### config.mk
export PLATFORM = sky130hd
export DESIGN_NAME = operand_fetch_sequencer
export DESIGN_NICKNAME = d
export VERILOG_FILES = /design/src/rtl/cpu65_pkg.sv /design/src/rtl/operand_fetch_sequencer.sv
export SDC_FILE = /design/constraint.sdc
export NUM_CORES = 1
export LEC_CHECK = 0
export ABC_AREA = 1
export BUFFER_PORTS_ARGS = -buffer_cell sky130_fd_sc_hd__buf_4
export CORE_MARGIN = 4
export CORE_UTILIZATION = 40
export DETAILED_ROUTE_END_ITERATION = 8
export PLACE_DENSITY = 0.73
export SYNTH_ARGS = -nofsm -noshare
export SYNTH_HDL_FRONTEND = slang
export SYNTH_SLANG_ARGS = --single-unit
### constraint.sdc
create_clock -name fclk -period 1.78 [get_ports fclk]
set_input_delay 0.089 -clock fclk [delete_from_list [all_inputs] [get_ports fclk]]
set_output_delay 0.089 -clock fclk [all_outputs]
set_load 0.005 [all_outputs]
### src/rtl/cpu65_pkg.sv
`default_nettype none
// ==== cpu65_pkg : shared types and constants for the 65xx-style core (rev 1.0) ====
package cpu65_pkg;

   typedef enum logic [1:0] {
      ST_IDLE     = 2'd0,
      ST_FETCH_LO = 2'd1,
      ST_FETCH_HI = 2'd2,
      ST_DONE     = 2'd3
   } fetch_state_t;

   localparam logic [1:0] OPLEN_NONE = 2'd0;
   localparam logic [1:0] OPLEN_BYTE = 2'd1;
   localparam logic [1:0] OPLEN_WORD = 2'd2;

   // Length code 3 has no meaning on the bus; fold it onto a word fetch.
   function automatic logic [1:0] norm_oplen(input logic [1:0] len);
      return (len == 2'd3) ? OPLEN_WORD : len;
   endfunction

endpackage
`default_nettype wire

### src/rtl/operand_fetch_sequencer.sv
`default_nettype none
// ==== operand_fetch_sequencer : fetches 0-2 little-endian operand bytes after the opcode (rev 1.0) ====
module operand_fetch_sequencer
   import cpu65_pkg::*;
#(
   parameter int ADDR_W = 16,
   parameter int DATA_W = 8
) (
   input  logic                fclk,
   input  logic                reset,
   input  logic                start,
   input  logic [1:0]          op_len,
   input  logic [ADDR_W-1:0]   pc_in,
   input  logic                rdy,
   input  logic [DATA_W-1:0]   db_in,
   output logic [ADDR_W-1:0]   addr,
   output logic                rwb,
   output logic                latch_clear,
   output logic                latch_load,
   output logic [2*DATA_W-1:0] operand,
   output logic [ADDR_W-1:0]   pc_next,
   output logic                operand_valid,
   output logic                busy
);

   localparam logic [ADDR_W-1:0] C_ONE = ADDR_W'(1);

   fetch_state_t        r_state;
   logic [ADDR_W-1:0]   r_addr;
   logic [2*DATA_W-1:0] r_operand;
   logic [ADDR_W-1:0]   r_pc_next;
   logic [1:0]          r_len;

   logic [ADDR_W-1:0]   w_addr_inc;
   logic                w_fetching;

   // Wraps modulo 2^ADDR_W; the carry is intentionally dropped.
   assign w_addr_inc = r_addr + C_ONE;
   assign w_fetching = (r_state == ST_FETCH_LO) || (r_state == ST_FETCH_HI);

   always_ff @(posedge fclk) begin
      if (reset) begin
         r_state   <= ST_IDLE;
         r_addr    <= '0;
         r_operand <= '0;
         r_pc_next <= '0;
         r_len     <= OPLEN_NONE;
      end else begin
         case (r_state)
            ST_IDLE: begin
               if (start) begin
                  r_operand <= '0;
                  r_addr    <= pc_in;
                  r_len     <= norm_oplen(op_len);
                  if (op_len == OPLEN_NONE) begin
                     r_pc_next <= pc_in;
                     r_state   <= ST_DONE;
                  end else begin
                     r_state   <= ST_FETCH_LO;
                  end
               end
            end
            ST_FETCH_LO: begin
               if (rdy) begin
                  r_operand[DATA_W-1:0] <= db_in;
                  r_addr                <= w_addr_inc;
                  if (r_len == OPLEN_WORD) begin
                     r_state <= ST_FETCH_HI;
                  end else begin
                     r_pc_next <= w_addr_inc;
                     r_state   <= ST_DONE;
                  end
               end
            end
            ST_FETCH_HI: begin
               if (rdy) begin
                  r_operand[2*DATA_W-1:DATA_W] <= db_in;
                  r_addr                       <= w_addr_inc;
                  r_pc_next                    <= w_addr_inc;
                  r_state                      <= ST_DONE;
               end
            end
            ST_DONE: begin
               r_state <= ST_IDLE;
            end
            default: begin
               r_state <= ST_IDLE;
            end
         endcase
      end
   end

   assign addr          = r_addr;
   assign rwb           = 1'b1;
   assign latch_clear   = start && (r_state == ST_IDLE);
   assign latch_load    = rdy && w_fetching;
   assign operand       = r_operand;
   assign pc_next       = r_pc_next;
   assign operand_valid = (r_state == ST_DONE);
   assign busy          = (r_state != ST_IDLE);

endmodule
`default_nettype wire

### Word-level counts from Yosys, hierarchy flattened

Cells that the tools add are included.

* register bits: 52
* input port bits: 30
* output and inout port bits: 53

* $add $sub $neg: 1
* equality and inequality tests: 11
* mux-type cells: 19
* reduce and logical (&&, ||, !) cells: 17

Operators with widths (count)
* two-way mux 16 bit: 7
* one-hot mux 16 bit (3 select lines): 1
* one-hot mux 16 bit (2 select lines): 1
* one-hot mux 8 bit (2 select lines): 2
* adder 16 x 1 -> 16 bit, second input constant: 1
* AND reduction 3 bit: 4
* two-way mux 2 bit: 5
* inequality test 2 bit, second input constant: 5
* == test 2 bit, second input constant: 4
* two-way mux 8 bit: 1
* one-hot mux 2 bit (4 select lines): 1
* nonzero test 2 bit: 4
* AND reduction 6 bit: 1
* zero test 2 bit: 2
* nonzero test 3 bit: 1
* == test 2 x 1 -> 1 bit, second input constant: 1
* logical AND 1 bit: 2
* inequality test 2 x 1 -> 1 bit, second input constant: 1
* AND reduction 2 bit: 1
* OR reduction 2 bit: 1
* logical OR 1 bit: 1
* two-way mux 1 bit: 1

### Depth between registers and ports, before layout

Gate-level depths: netlist of run 1.

* depth in word-level cells: 4
* gate-level depth with buffers: 12

### Worst setup path before layout of run 1

Ideal clock, no wire load.

* path type: reg-to-reg
* start point: reg r_state[0]
* end point: reg r_addr[10] (netlist: addr[10])
* library setup time: 0.109 ns
* arrival time: 1.525 ns
* data required time: 1.671 ns
* setup slack: 0.145 ns
* stages on the path, launching flop included: 11
* cells stage by stage: dfxtp_1 > inv_1 > ha_1 > buf_2 > o21ai_0 > nand2_1 > inv_1 > buf_2 > nand3_1 > nand2_1 > inv_1

* word-level cells in the longest chain between the ends: 4
* elaborated cells between the ends (all ways): 9

Ends and longest elaborated chain
* from (decl): RTL line operand_fetch_sequencer.sv:28 `fetch_state_t r_state;`
* from (signal assigned): RTL line operand_fetch_sequencer.sv:43 `r_state <= ST_IDLE;`
* from (signal assigned): RTL line operand_fetch_sequencer.sv:57 `r_state <= ST_DONE;`
* from (signal assigned): RTL line operand_fetch_sequencer.sv:59 `r_state <= ST_FETCH_LO;`
* == test 2 x 1 -> 1 bit or == test 2 bit (tied branches): RTL line operand_fetch_sequencer.sv:49 `case (r_state)`
* OR reduction 2 bit (no source line)
* inequality test 2 x 1 -> 1 bit (no source line) or nonzero test 2 bit (tied branches)
* AND reduction 3 bit (no source line)
* to (signal assigned): RTL line operand_fetch_sequencer.sv:53 `r_addr <= pc_in;`
* to (signal assigned): RTL line operand_fetch_sequencer.sv:66 `r_addr <= w_addr_inc;`
* to (signal assigned): RTL line operand_fetch_sequencer.sv:78 `r_addr <= w_addr_inc;`
* to (decl): RTL line operand_fetch_sequencer.sv:29 `logic [ADDR_W-1:0] r_addr;`

Parallel ways exist; a longest one is shown, timed or not.
A chain may end at the register's enable or synchronous reset.

### Final worst setup path of run 1

* start point: reg r_state[0]
* end point: reg r_pc_next[8] (netlist: pc_next[8])

* word-level cells in the longest chain between the ends: 3
* elaborated cells between the ends (all ways): 11

Ends and longest elaborated chain
* == test 2 x 1 -> 1 bit (tied with other cells): RTL line operand_fetch_sequencer.sv:49
* inequality test 2 bit (no source line) or nonzero test 3 bit (tied branches)
* AND reduction 6 bit (no source line)
* to (signal assigned): RTL line operand_fetch_sequencer.sv:56 `r_pc_next <= pc_in;`
* to (signal assigned): RTL line operand_fetch_sequencer.sv:70 `r_pc_next <= w_addr_inc;`
* to (signal assigned): RTL line operand_fetch_sequencer.sv:79 `r_pc_next <= w_addr_inc;`
* to (decl): RTL line operand_fetch_sequencer.sv:31 `logic [ADDR_W-1:0] r_pc_next;`

Parallel ways exist; a longest one is shown, timed or not.

==> results of run 1 <==
-- cells by family (layout without fill, tap and decap cells) --
| group | count (synthesis) | after routing | synth area share, % |
|---|---|---|---|
| fa+ha+maj | 6 | 6 | 2.84 |
| xor+xnor | 1 | 1 | 0.332 |
| flops | 52 | 52 | 39.5 |
| other cells | 1 | 1 | 0.142 |
| buf+inv | 70 | 157 | 10.8 |
| simple gates | 204 | 204 | 32.7 |
| compound gates | 71 | 71 | 13.8 |
-- where the power goes --
group / switching, mW / internal, mW
combinational: 2.10 / 1.62
sequential: 0.286 / 1.55
clock: 0.411 / 0.461
total: 2.80 / 3.63
-- registers in the layout, summed over array words and instances, names as in the netlist --
| register | count |
|---|---|
| addr | 16 |
| operand | 16 |
| pc_next | 16 |
| r_len | 2 |
| r_state | 2 |
-- per-layer routing --
metal  part of all wire, %  global-route usage [%]  up-vias
met1                    43                    24.6     1271
met5                     0                       0        -
li1                      -                       -     1447
met2                    47                    32.6      109
met3                   9.6                    5.53        8
met4                  0.98                    6.90        0
-- worst min-delay path, delay by kind of cell --
kind / cells / cell delay, ns
buffers and inverters: 1 / 0.11
and+or+nand+nor: 1 / 0.05
AOI/OAI and AO/OA: 1 / 0.05
-- synthesized netlist by cell type --
library cell | n | share of area, %
nand2_1 | 102 | 15
nor2_1 | 54 | 7.7
dfxtp_1 | 52 | 39
inv_1 | 52 | 7.4
a21oi_1 | 40 | 7.6
nand3_1 | 33 | 6.3
o21ai_0 | 27 | 5.1
nand3b_1 | 8 | 2.3
clkbuf_1 | 6 | 0.85
ha_1 | 6 | 2.8
buf_2 | 5 | 0.95
buf_4 | 4 | 1.1
nand4_1 | 3 | 0.71
buf_1 | 2 | 0.28
nor2_4 | 2 | 0.85
a21boi_0 | 1 | 0.28
a22oi_1 | 1 | 0.28
clkinv_1 | 1 | 0.14
conb_1 | 1 | 0.14
nand2_2 | 1 | 0.24
nor3_1 | 1 | 0.19
o211ai_1 | 1 | 0.28
o21ai_1 | 1 | 0.19
xor2_1 | 1 | 0.33
-- what timing repair did --
| item | 4_1_cts | 5_1_grt |
|---|---|---|
| hold buffers | 0 | 0 |
| gates resized for setup | 0 | 9 |
| endpoints found under the setup margin | 0 | 26 |
-- stage by stage --
| stage | hold slack [ns] | TNS (ns) | instance area [um2] | util [%] | setup WS [ns] |
|---|---|---|---|---|---|
| after floorplan | 0.234 | 0 | 2640 | - | 0.145 |
| after global placement | 0.338 | 0 | 3380 | 53.0 | 0.108 |
| after detailed placement | 0.353 | 0 | 3380 | 53.0 | 0.0655 |
| after CTS | 0.0268 | 0 | 3500 | 54.9 | 0.0449 |
| after global routing | 0.0378 | -0.00494 | 3540 | 55.4 | -0.00494 |
| final | 0.0386 | 0 | 3540 | 55.4 | 0.125 |
-- worst max path at each step --
stage | start | end | slack, ns
2_1_floorplan | r_state[0] | addr[10] | 0.15
3_5_place_dp | r_state[0] | pc_next[12] | 0.07
6_report | r_state[0] | pc_next[8] | 0.12
4_1_cts | r_state[0] | pc_next[12] | 0.04
5_1_grt | r_state[0] | pc_next[12] | -0.005
3_3_place_gp | r_state[0] | pc_next[12] | 0.11
-- area by class of cell --
cell class	instances	area (um2)	area share [%]
Tap cell	77	96.3	2.72
Clock buffer	6	82.6	2.34
Clock inverter	2	38.8	1.10
Inverter	53	199	5.63
Multi-Input combinational cell	283	1340	37.9
Sequential cell	52	1040	29.4
Timing Repair Buffer	96	737	20.8
==> impl_metrics.py, run 1 <==
metrics = {
    "outcome": {
        "status": "completed",
    },
    "critical_path": {
        "crit_path_end_kind": "register",
        "critPathMaxFanout": 24,
        "worstRegToRegCells": 10,
        "rrSetupSlack_ns": 0.12,
        "cp_num_buf_inv": 3,
        "path_cells": "inv_1 -> ha_1 -> nand2_1 -> nand2_1 -> inv_1 -> nand2_2 -> nor2_4 -> buf_12 -> o21ai_0 -> nor2_1",
        "timing.rr.start": "r_state[0]",
        "rr_endpoint": "pc_next[8]",
        "path_class": "register to register",
        "slowest_delay_ns": 0.34,
        "required_ns": 2.02,
        "cp.depth": 10,
        "critical-path-slowest-cell": "dfxtp_1",
        "critPathLaunchType": "register",
        "path_delay_family": "simple AND/OR/NAND/NOR gates",
        "critPathArrivalTime_ns": 1.90,
    },
    "finish": {
        "layoutNonFillerInstCount": 569,
        "layout-area-overhead-vs-synth_pct": 34.0,
        "diodes": 0,
        "final_layout_size_suffix_gt1_share_pct": 22.8,
        "final_common_cell": "nand2_1",
        "final_cell_mix": "nand2_1, buf_4, nor2_1",
        "nets": 527,
        "nFillCells": 619,
    },
    "clock_network": {
        "cts.sinks": 52,
        "insertion_delay_ns": 0.31,
        "cts_max_level": 2,
        "cts_buffer_depth": 2,
        "cts_tree": "done",
        "post_cts_buffers": 0,
        "cts_made_buffers": 5,
        "path_clk_slew_ns": 0.10,
        "clock-root-buffer": "clkbuf_8",
    },
    "timing": {
        "hold_viol": 0,
        "setup_violations": 0,
        "period_needed_ns": 1.66,
        "fmax_ghz": 0.604,
        "maxSlewViolCount": 0,
        "min_period_over_period_pct": 93.0,
        "finClkSkew_ns": 0.0174,
    },
    "global_routing": {
        "grt_pass1_vias": 2799,
        "track_usage_pct": 19.7,
        "grt_max_degree": 27,
        "grt_pass1_wl_um": 12500,
        "antenna_found_initial": 0,
        "grt-ovfl-total": 0,
    },
    "route": {
        "vias": 2835,
        "dr.pass1.iters": 5,
        "via_per_inst": 4.98,
        "drtAntennaViolNets": 0,
        "wl_um": 7580,
        "drtIter0Drc": 209,
        "wire_per_inst_um": 13.3,
        "drc": 0,
    },
    "logic_synthesis": {
        "yosys_warnings": 0,
        "postSynthAreaPerCell_um2": 6.52,
        "synth_cell_type_count": 24,
        "synthesis.nets": 441,
        "syn_area_um2": 2640,
        "synth_seq_area_share_pct": 39.4,
        "syn_inst": 405,
        "ys_ff_latch": 52,
    },
    "floorplan": {
        "floorplan.die_area_um2": 7960,
        "coreArea_um2": 6390,
        "die_y_um": 89.2,
        "chipWidth_um": 89.2,
        "initial_core_util_pct": 41.3,
        "num_rows": 29,
        "ioPinCount": 83,
    },
    "placed_design": {
        "hpwl_um": 5560,
        "io_buffer_count": 81,
        "gp_congestion": 0.861,
        "dp.cells": 561,
    },
    "min_path": {
        "hold-path-cell-count": 3,
        "holdPathEnd": "operand[10]",
        "hold_class": "input port to register",
        "hp-start": "db_in[2]",
    },
    "power_and_ir_drop": {
        "vdd_ir_drop_max_mv": 1.20,
        "powerDensity_nw_per_um2": 1820,
        "power.leakage_nw": 1.75,
        "power_mw": 6.43,
    },
    "job": {
        "max_cap_viol_count": 0,
    },
}
(Power assumes the default switching activity.)
==> inputs of run 2 (changes only) <==
--- a/config.mk
+++ b/config.mk
@@ -5,12 +5,12 @@
 export SDC_FILE = /design/constraint.sdc
 export NUM_CORES = 1
 export LEC_CHECK = 0
-export ABC_AREA = 1
+export ABC_AREA = 0
 export BUFFER_PORTS_ARGS = -buffer_cell sky130_fd_sc_hd__buf_4
 export CORE_MARGIN = 4
 export CORE_UTILIZATION = 40
 export DETAILED_ROUTE_END_ITERATION = 8
-export PLACE_DENSITY = 0.73
+export PLACE_DENSITY = 0.74
 export SYNTH_ARGS = -nofsm -noshare
 export SYNTH_HDL_FRONTEND = slang
 export SYNTH_SLANG_ARGS = --single-unit
==> run 2 against run 1 <==
Die area shrank 4.0%. Global-route usage shrank 0.47 points. Sequential power is essentially flat. Critical path depth shrank 2. Clock-buffer cell count is the same. Routed wire length grew 4.7%. Design area grew 4.7%.
==> impl_metrics.py, run 2 <==
metrics = {
    "power_and_ir_drop": {
        "clkPwrFrac_pct": 11.8,
        "vdd_ir_drop_max_mv": 0.866,
        "sw_frac_of_total_pct": 41.1,
        "p_seq_share_pct": 26.0,
        "comb_power_share_pct": 62.1,
        "power.leakage_nw": 1.56,
        "powerDensity_nw_per_um2": 1890,
        "internal_power_mw": 4.13,
        "p_sw_mw": 2.88,
        "power_mw": 7.01,
    },
    "logic_synthesis": {
        "syn_inst": 313,
        "synth_cell_type_count": 49,
        "async_reset_ff_share_pct": 0,
        "ys_ff_latch": 52,
        "yosys_warnings": 0,
        "yosys.area_share.simple_pct": 25.7,
        "ys.flop_type": "dfxtp_1",
        "synth_seq_area_share_pct": 41.3,
        "synth_top_family_by_area": "simple AND/OR/NAND/NOR gates",
        "muxShareOfSynthArea_pct": 1.98,
        "synthAdderAreaFrac_pct": 2.98,
        "synthXorXnorAreaFrac_pct": 3.82,
        "synthesis.nets": 349,
        "synth_edf_count": 0,
        "synth-compound-area-share_pct": 18.6,
        "synth_most_common_cell": "dfxtp_1",
        "synth_area_leaders": "dfxtp_1, nand2_1, a21oi_1, nor2_1, ha_1",
        "synth.largest_area_cell": "dfxtp_1",
        "syn_area_um2": 2520,
        "synthDominantCellAreaShare_pct": 41.3,
        "postSynthAreaPerCell_um2": 8.06,
        "synth_common_cells": "dfxtp_1, nand2_1, nor2_1",
    },
    "critical_path": {
        "path_delay_family": "simple AND/OR/NAND/NOR gates",
        "critical-path-slowest-cell": "or4_1",
        "path_cells": "inv_2 -> ha_4 -> buf_4 -> nand4b_1 -> or4_1 -> o221ai_2 -> nor2_1 -> nor3_1",
        "path_class": "register to register",
        "slowest_delay_ns": 0.43,
        "critPathMaxFanout": 4,
        "cp_num_buf_inv": 2,
        "crit_path_end_kind": "register",
        "critPathLaunchType": "register",
        "required_ns": 2.01,
        "critPathArrivalTime_ns": 1.97,
    },
    "global_routing": {
        "antenna_found_initial": 0,
        "track_usage_pct": 19.3,
        "grt_max_degree": 57,
        "grt-ovfl-total": 0,
        "grt_pass1_wl_um": 11900,
        "grt_pass1_vias": 2561,
    },
    "floorplan": {
        "initial_core_util_pct": 41.9,
        "ioPinCount": 83,
        "die_y_um": 87.4,
        "floorplan.die_area_um2": 7640,
        "coreArea_um2": 6030,
        "chipWidth_um": 87.4,
        "num_rows": 28,
    },
    "timing": {
        "period_needed_ns": 1.73,
        "setup_violations": 0,
        "hold_viol": 0,
        "finalSetupTns_ns": 0,
        "maxSlewViolCount": 0,
        "setup_slack_ns": 0.0465,
        "min_period_over_period_pct": 97.4,
        "tightest_slew_ns": 0.623,
        "finClkSkew_ns": 0.00885,
        "slew_headroom_pct": 58.3,
        "fmax_ghz": 0.577,
    },
    "route": {
        "wire_per_inst_um": 15.8,
        "wl_um": 7940,
        "drtIter0Drc": 171,
        "drc": 0,
        "dr.pass1.iters": 4,
        "vias": 2701,
        "via_per_inst": 5.39,
        "drtAntennaViolNets": 0,
    },
    "outcome": {
        "status": "completed",
    },
    "clock_network": {
        "cts_tree": "done",
        "cts_made_buffers": 5,
        "path_clk_slew_ns": 0.10,
        "ctsHoldBuffers": 0,
        "cts_buffer_depth": 2,
        "insertion_delay_ns": 0.31,
        "cts.sinks": 52,
        "clock-root-buffer": "clkbuf_8",
        "cts_max_level": 2,
    },
    "placed_design": {
        "gp_congestion": 0.859,
        "io_buffer_count": 81,
        "hpwl_um": 5620,
        "dp_slack_ns": -0.106,
    },
    "finish": {
        "final_layout_size_suffix_gt1_share_pct": 38.3,
        "layout-area-overhead-vs-synth_pct": 46.7,
        "diodes": 0,
        "utilization_pct": 61.4,
        "final_cell_mix": "buf_4, dfxtp_1, nand2_1",
        "nets": 461,
        "nFillCells": 542,
        "final_common_cell": "buf_4",
    },
    "min_path": {
        "hold_class": "input port to register",
    },
    "job": {
        "max_cap_viol_count": 0,
    },
}
-- run 2: cells by family (layout without fill, tap and decap cells) --
logic type	after synthesis	count (layout)
AOI/OAI and AO/OA	76	76
xor gates and xnor gates	11	11
adders and majority gates	6	6
buffers and inverters	32	145
DFF	52	52
muxes	5	5
other	1	1
and+or+nand+nor	130	130
-- run 2: final cells by class --
class | instances | area [um2] | share of cell area, %
clock buffer | 6 | 72.6 | 1.96
clock inverter | 2 | 38.8 | 1.05
inverter | 13 | 48.8 | 1.32
multi-input combinational | 229 | 1420 | 38.5
sequential | 52 | 1050 | 28.5
tap | 75 | 93.8 | 2.54
timing repair buffer | 124 | 970 | 26.2
-- run 2: path summary, 6_finish.rpt --
kind	slack, ns	cells past startpoint	end	from
setup / recovery	0.05	8	pc_next[11]	r_state[0]
hold / removal	0.02	3	operand[13]	db_in[5]
setup reg to reg	0.05	8	pc_next[11]	r_state[0]
hold reg to reg	0.46	2	r_len[1]	r_len[1]
-- run 2: layer usage --
layer	up-vias	GRT usage, %	wire length, um
met5	-	0	0
met4	0	4.46	144
met3	13	6.05	743
met2	122	32.5	3810
met1	1257	23.9	3240
li1	1309	-	-
-- run 2: worst reg2reg max path: cells and delay by family, from the launching register on --
kind / cells / cell delay (ns)
adders and majority gates: 1 / 0.28
and+or+nand+nor: 4 / 0.74
AOI/OAI and AO/OA: 1 / 0.09
DFF: 1 / 0.36
buffers and inverters: 2 / 0.20
-- run 2: what timing repair did --
action,CTS,global route
pin swaps,0,2
resized for setup,12,17
endpoints found under the hold margin,0,0
setup buffers,0,2
endpoints found under the setup margin,28,23
gates cloned,0,1
-- run 2: through the flow --
step                instance area [um2]  hold WS, ns  cells
floorplan                          2520        0.225    313
global placement                   3470        0.333    490
detailed placement                 3470        0.345    490
CTS                                3620       0.0260    498
global route                       3700       0.0342    501
finish                             3700       0.0245    501
-- run 2: power by group through the flow --
stage	Combinational [mW]	Clock, mW	Sequential, mW
after CTS	4.13	0.834	1.81
final	4.35	0.828	1.82
after global routing	4.71	0.877	1.86
after floorplan	1.93	0	1.85
after detailed placement	3.99	0	1.82
after global placement	3.92	0	1.81
==> inputs of run 3 (changes only) <==
--- a/config.mk
+++ b/config.mk
@@ -11,6 +11,8 @@
 export CORE_UTILIZATION = 40
 export DETAILED_ROUTE_END_ITERATION = 8
 export PLACE_DENSITY = 0.74
+export REMOVE_ABC_BUFFERS = 1
+export SKIP_LAST_GASP = 1
 export SYNTH_ARGS = -nofsm -noshare
 export SYNTH_HDL_FRONTEND = slang
 export SYNTH_SLANG_ARGS = --single-unit
==> run 3 against run 2 <==
The flow now finishes with violations (setup timing). Sequential cell count is the same. Design area grew 4.5%. Clock power shrank 2%. Non-clock buffer count grew 14. Sequential power is essentially flat. Critical path type unchanged.
==> impl_metrics.py, run 3 (synthesis gave the netlist of run 2 again) <==
metrics = {
    "timing": {
        "setup_violations": 10,
        "hold_viol": 0,
        "slew_headroom_pct": 62.5,
        "rsz0062_at_grt": "true",
        "maxSlewViolCount": 0,
        "finClkSkew_ns": 0.00758,
        "tightest_slew_ns": 0.562,
        "min_period_over_period_pct": 103,
        "period_needed_ns": 1.84,
        "setup_slack_ns": -0.0580,
        "finalSetupTns_ns": -0.289,
        "fmax_ghz": 0.544,
        "whs_ns": 0.0307,
    },
    "min_path": {
        "hold-path-cell-count": 3,
        "hold_class": "input port to register",
    },
    "finish": {
        "nets": 475,
        "seq_area_um2": 1050,
        "multi_input_area_um2": 1470,
        "fin_area_um2": 3870,
        "layout-area-overhead-vs-synth_pct": 53.3,
        "layoutNonFillerInstCount": 515,
        "final_common_cell": "buf_4",
        "nFillCells": 508,
        "final_cell_mix": "buf_4, dfxtp_1, nand2_1",
        "final_layout_size_suffix_gt1_share_pct": 41.4,
        "utilization_pct": 64.2,
        "diodes": 0,
    },
    "clock_network": {
        "path_clk_slew_ns": 0.10,
        "cts_buffer_depth": 2,
        "cts_max_level": 2,
        "cts_made_buffers": 5,
        "insertion_delay_ns": 0.30,
        "cts_tree": "done",
        "cts.sinks": 52,
        "clock-root-buffer": "clkbuf_8",
    },
    "outcome": {
        "violations": "setup timing",
        "status": "finished, violations left",
    },
    "critical_path": {
        "path_cells": "inv_4 -> buf_6 -> ha_4 -> nor2_4 -> o21ai_2 -> or3_4 -> buf_6 -> a211o_1 -> a21oi_2",
        "slowest_delay_ns": 0.40,
        "cp.depth": 9,
        "rrSetupSlack_ns": -0.06,
        "required_ns": 2.02,
        "cp_num_buf_inv": 3,
        "critPathArrivalTime_ns": 2.08,
        "path_class": "register to register",
        "rr_endpoint": "pc_next[15]",
        "critPathLaunchType": "register",
        "worstRegToRegCells": 9,
        "critPathMaxFanout": 6,
        "path_delay_family": "simple AND/OR/NAND/NOR gates",
        "cp_common_cell": "buf_6",
        "timing.rr.start": "r_state[0]",
        "endpoint": "pc_next[15]",
        "critical-path-slowest-cell": "or3_4",
        "crit_path_end_kind": "register",
        "timing.critical_path.from": "r_state[0]",
    },
    "placed_design": {
        "hpwl_um": 5500,
        "io_buffer_count": 81,
        "dp.cells": 488,
        "dp_slack_ns": -0.199,
        "gp_congestion": 0.876,
        "placed_cell_area_um2": 3430,
    },
    "route": {
        "drtIter0Drc": 196,
        "dr.pass1.iters": 4,
        "via_per_inst": 5.30,
        "vias": 2730,
        "wl_um": 8080,
        "drtAntennaViolNets": 0,
        "drc": 0,
        "wire_per_inst_um": 15.7,
    },
    "floorplan": {
        "die_y_um": 87.4,
        "chipWidth_um": 87.4,
        "num_rows": 28,
        "ioPinCount": 83,
        "coreArea_um2": 6030,
        "initial_core_util_pct": 41.9,
        "floorplan.die_area_um2": 7640,
    },
    "global_routing": {
        "track_usage_pct": 20.5,
        "grt_max_degree": 57,
        "antenna_found_initial": 0,
        "grt_pass1_wl_um": 12600,
        "grt_pass1_vias": 2656,
        "grt-ovfl-total": 0,
    },
    "power_and_ir_drop": {
        "clkPwrFrac_pct": 10.7,
        "power.leakage_nw": 1.65,
        "powerDensity_nw_per_um2": 1950,
        "p_seq_share_pct": 23.8,
        "sw_frac_of_total_pct": 40.6,
        "power_mw": 7.54,
        "internal_power_mw": 4.48,
        "p_sw_mw": 3.06,
        "comb_power_share_pct": 65.5,
        "vdd_ir_drop_max_mv": 0.981,
    },
    "job": {
        "max_cap_viol_count": 0,
    },
}
==> run 3: cell count changes in the layout (fill, tap and decap cells not counted), sizes merged <==
cell,before,now
clkinv,0,1
buf,124,138
inv,14,13
==> run 3: power groups by stage <==
stage / registers [mW] / clock network, mW / logic (mW)
global placement: 1.78 / 0 / 3.68
finish: 1.79 / 0.810 / 4.94
detailed placement: 1.79 / 0 / 3.78
floorplan: 1.85 / 0 / 1.79
CTS: 1.78 / 0.828 / 4.12
global route: 1.84 / 0.875 / 5.32
==> run 3: area by class of cell <==
class / instances / share of cell area [%]
inverter: 13 / 1.39
timing repair buffer: 138 / 28.2
clock inverter: 2 / 0.906
multi-input combinational: 229 / 38.1
tap: 75 / 2.43
sequential: 52 / 27.1
clock buffer: 6 / 1.88
==> run 3: routing by layer <==
metal / track usage [%] / vias up / part of all wire, %
met1: 25.9 / 1275 / 43
met3: 5.68 / 8 / 7.9
met4: 4.46 / 0 / 0.74
met5: 0 / - / 0
li1: - / 1345 / -
met2: 34.6 / 102 / 49
==> run 3: worst reg2reg max path, cell delays in order (launching register included) <==
cell and delay, ns:
dfxtp_2 0.37, inv_4 0.05, buf_6 0.12, ha_4 0.16
nor2_4 0.10, o21ai_2 0.06, or3_4 0.40, buf_6 0.15
a211o_1 0.24, a21oi_2 0.12
==> run 3: worst min path at each step <==
stage	start	end	slack, ns
finish	db_in[0]	operand[8]	0.03
global route	db_in[0]	operand[8]	0.03
CTS	db_in[2]	operand[10]	0.02
detailed placement	db_in[3]	operand[11]	0.35
global placement	db_in[6]	operand[14]	0.33
floorplan	reset	addr[2]	0.16
==> run 3: timing repair <==
action                                  in CTS  in global routing
hold buffers                                 0                  0
pin swaps                                    6                  9
gates resized for setup                     24                 29
cloned                                       1                  1
endpoints found under the setup margin      36                 36
setup buffers                                2                 15
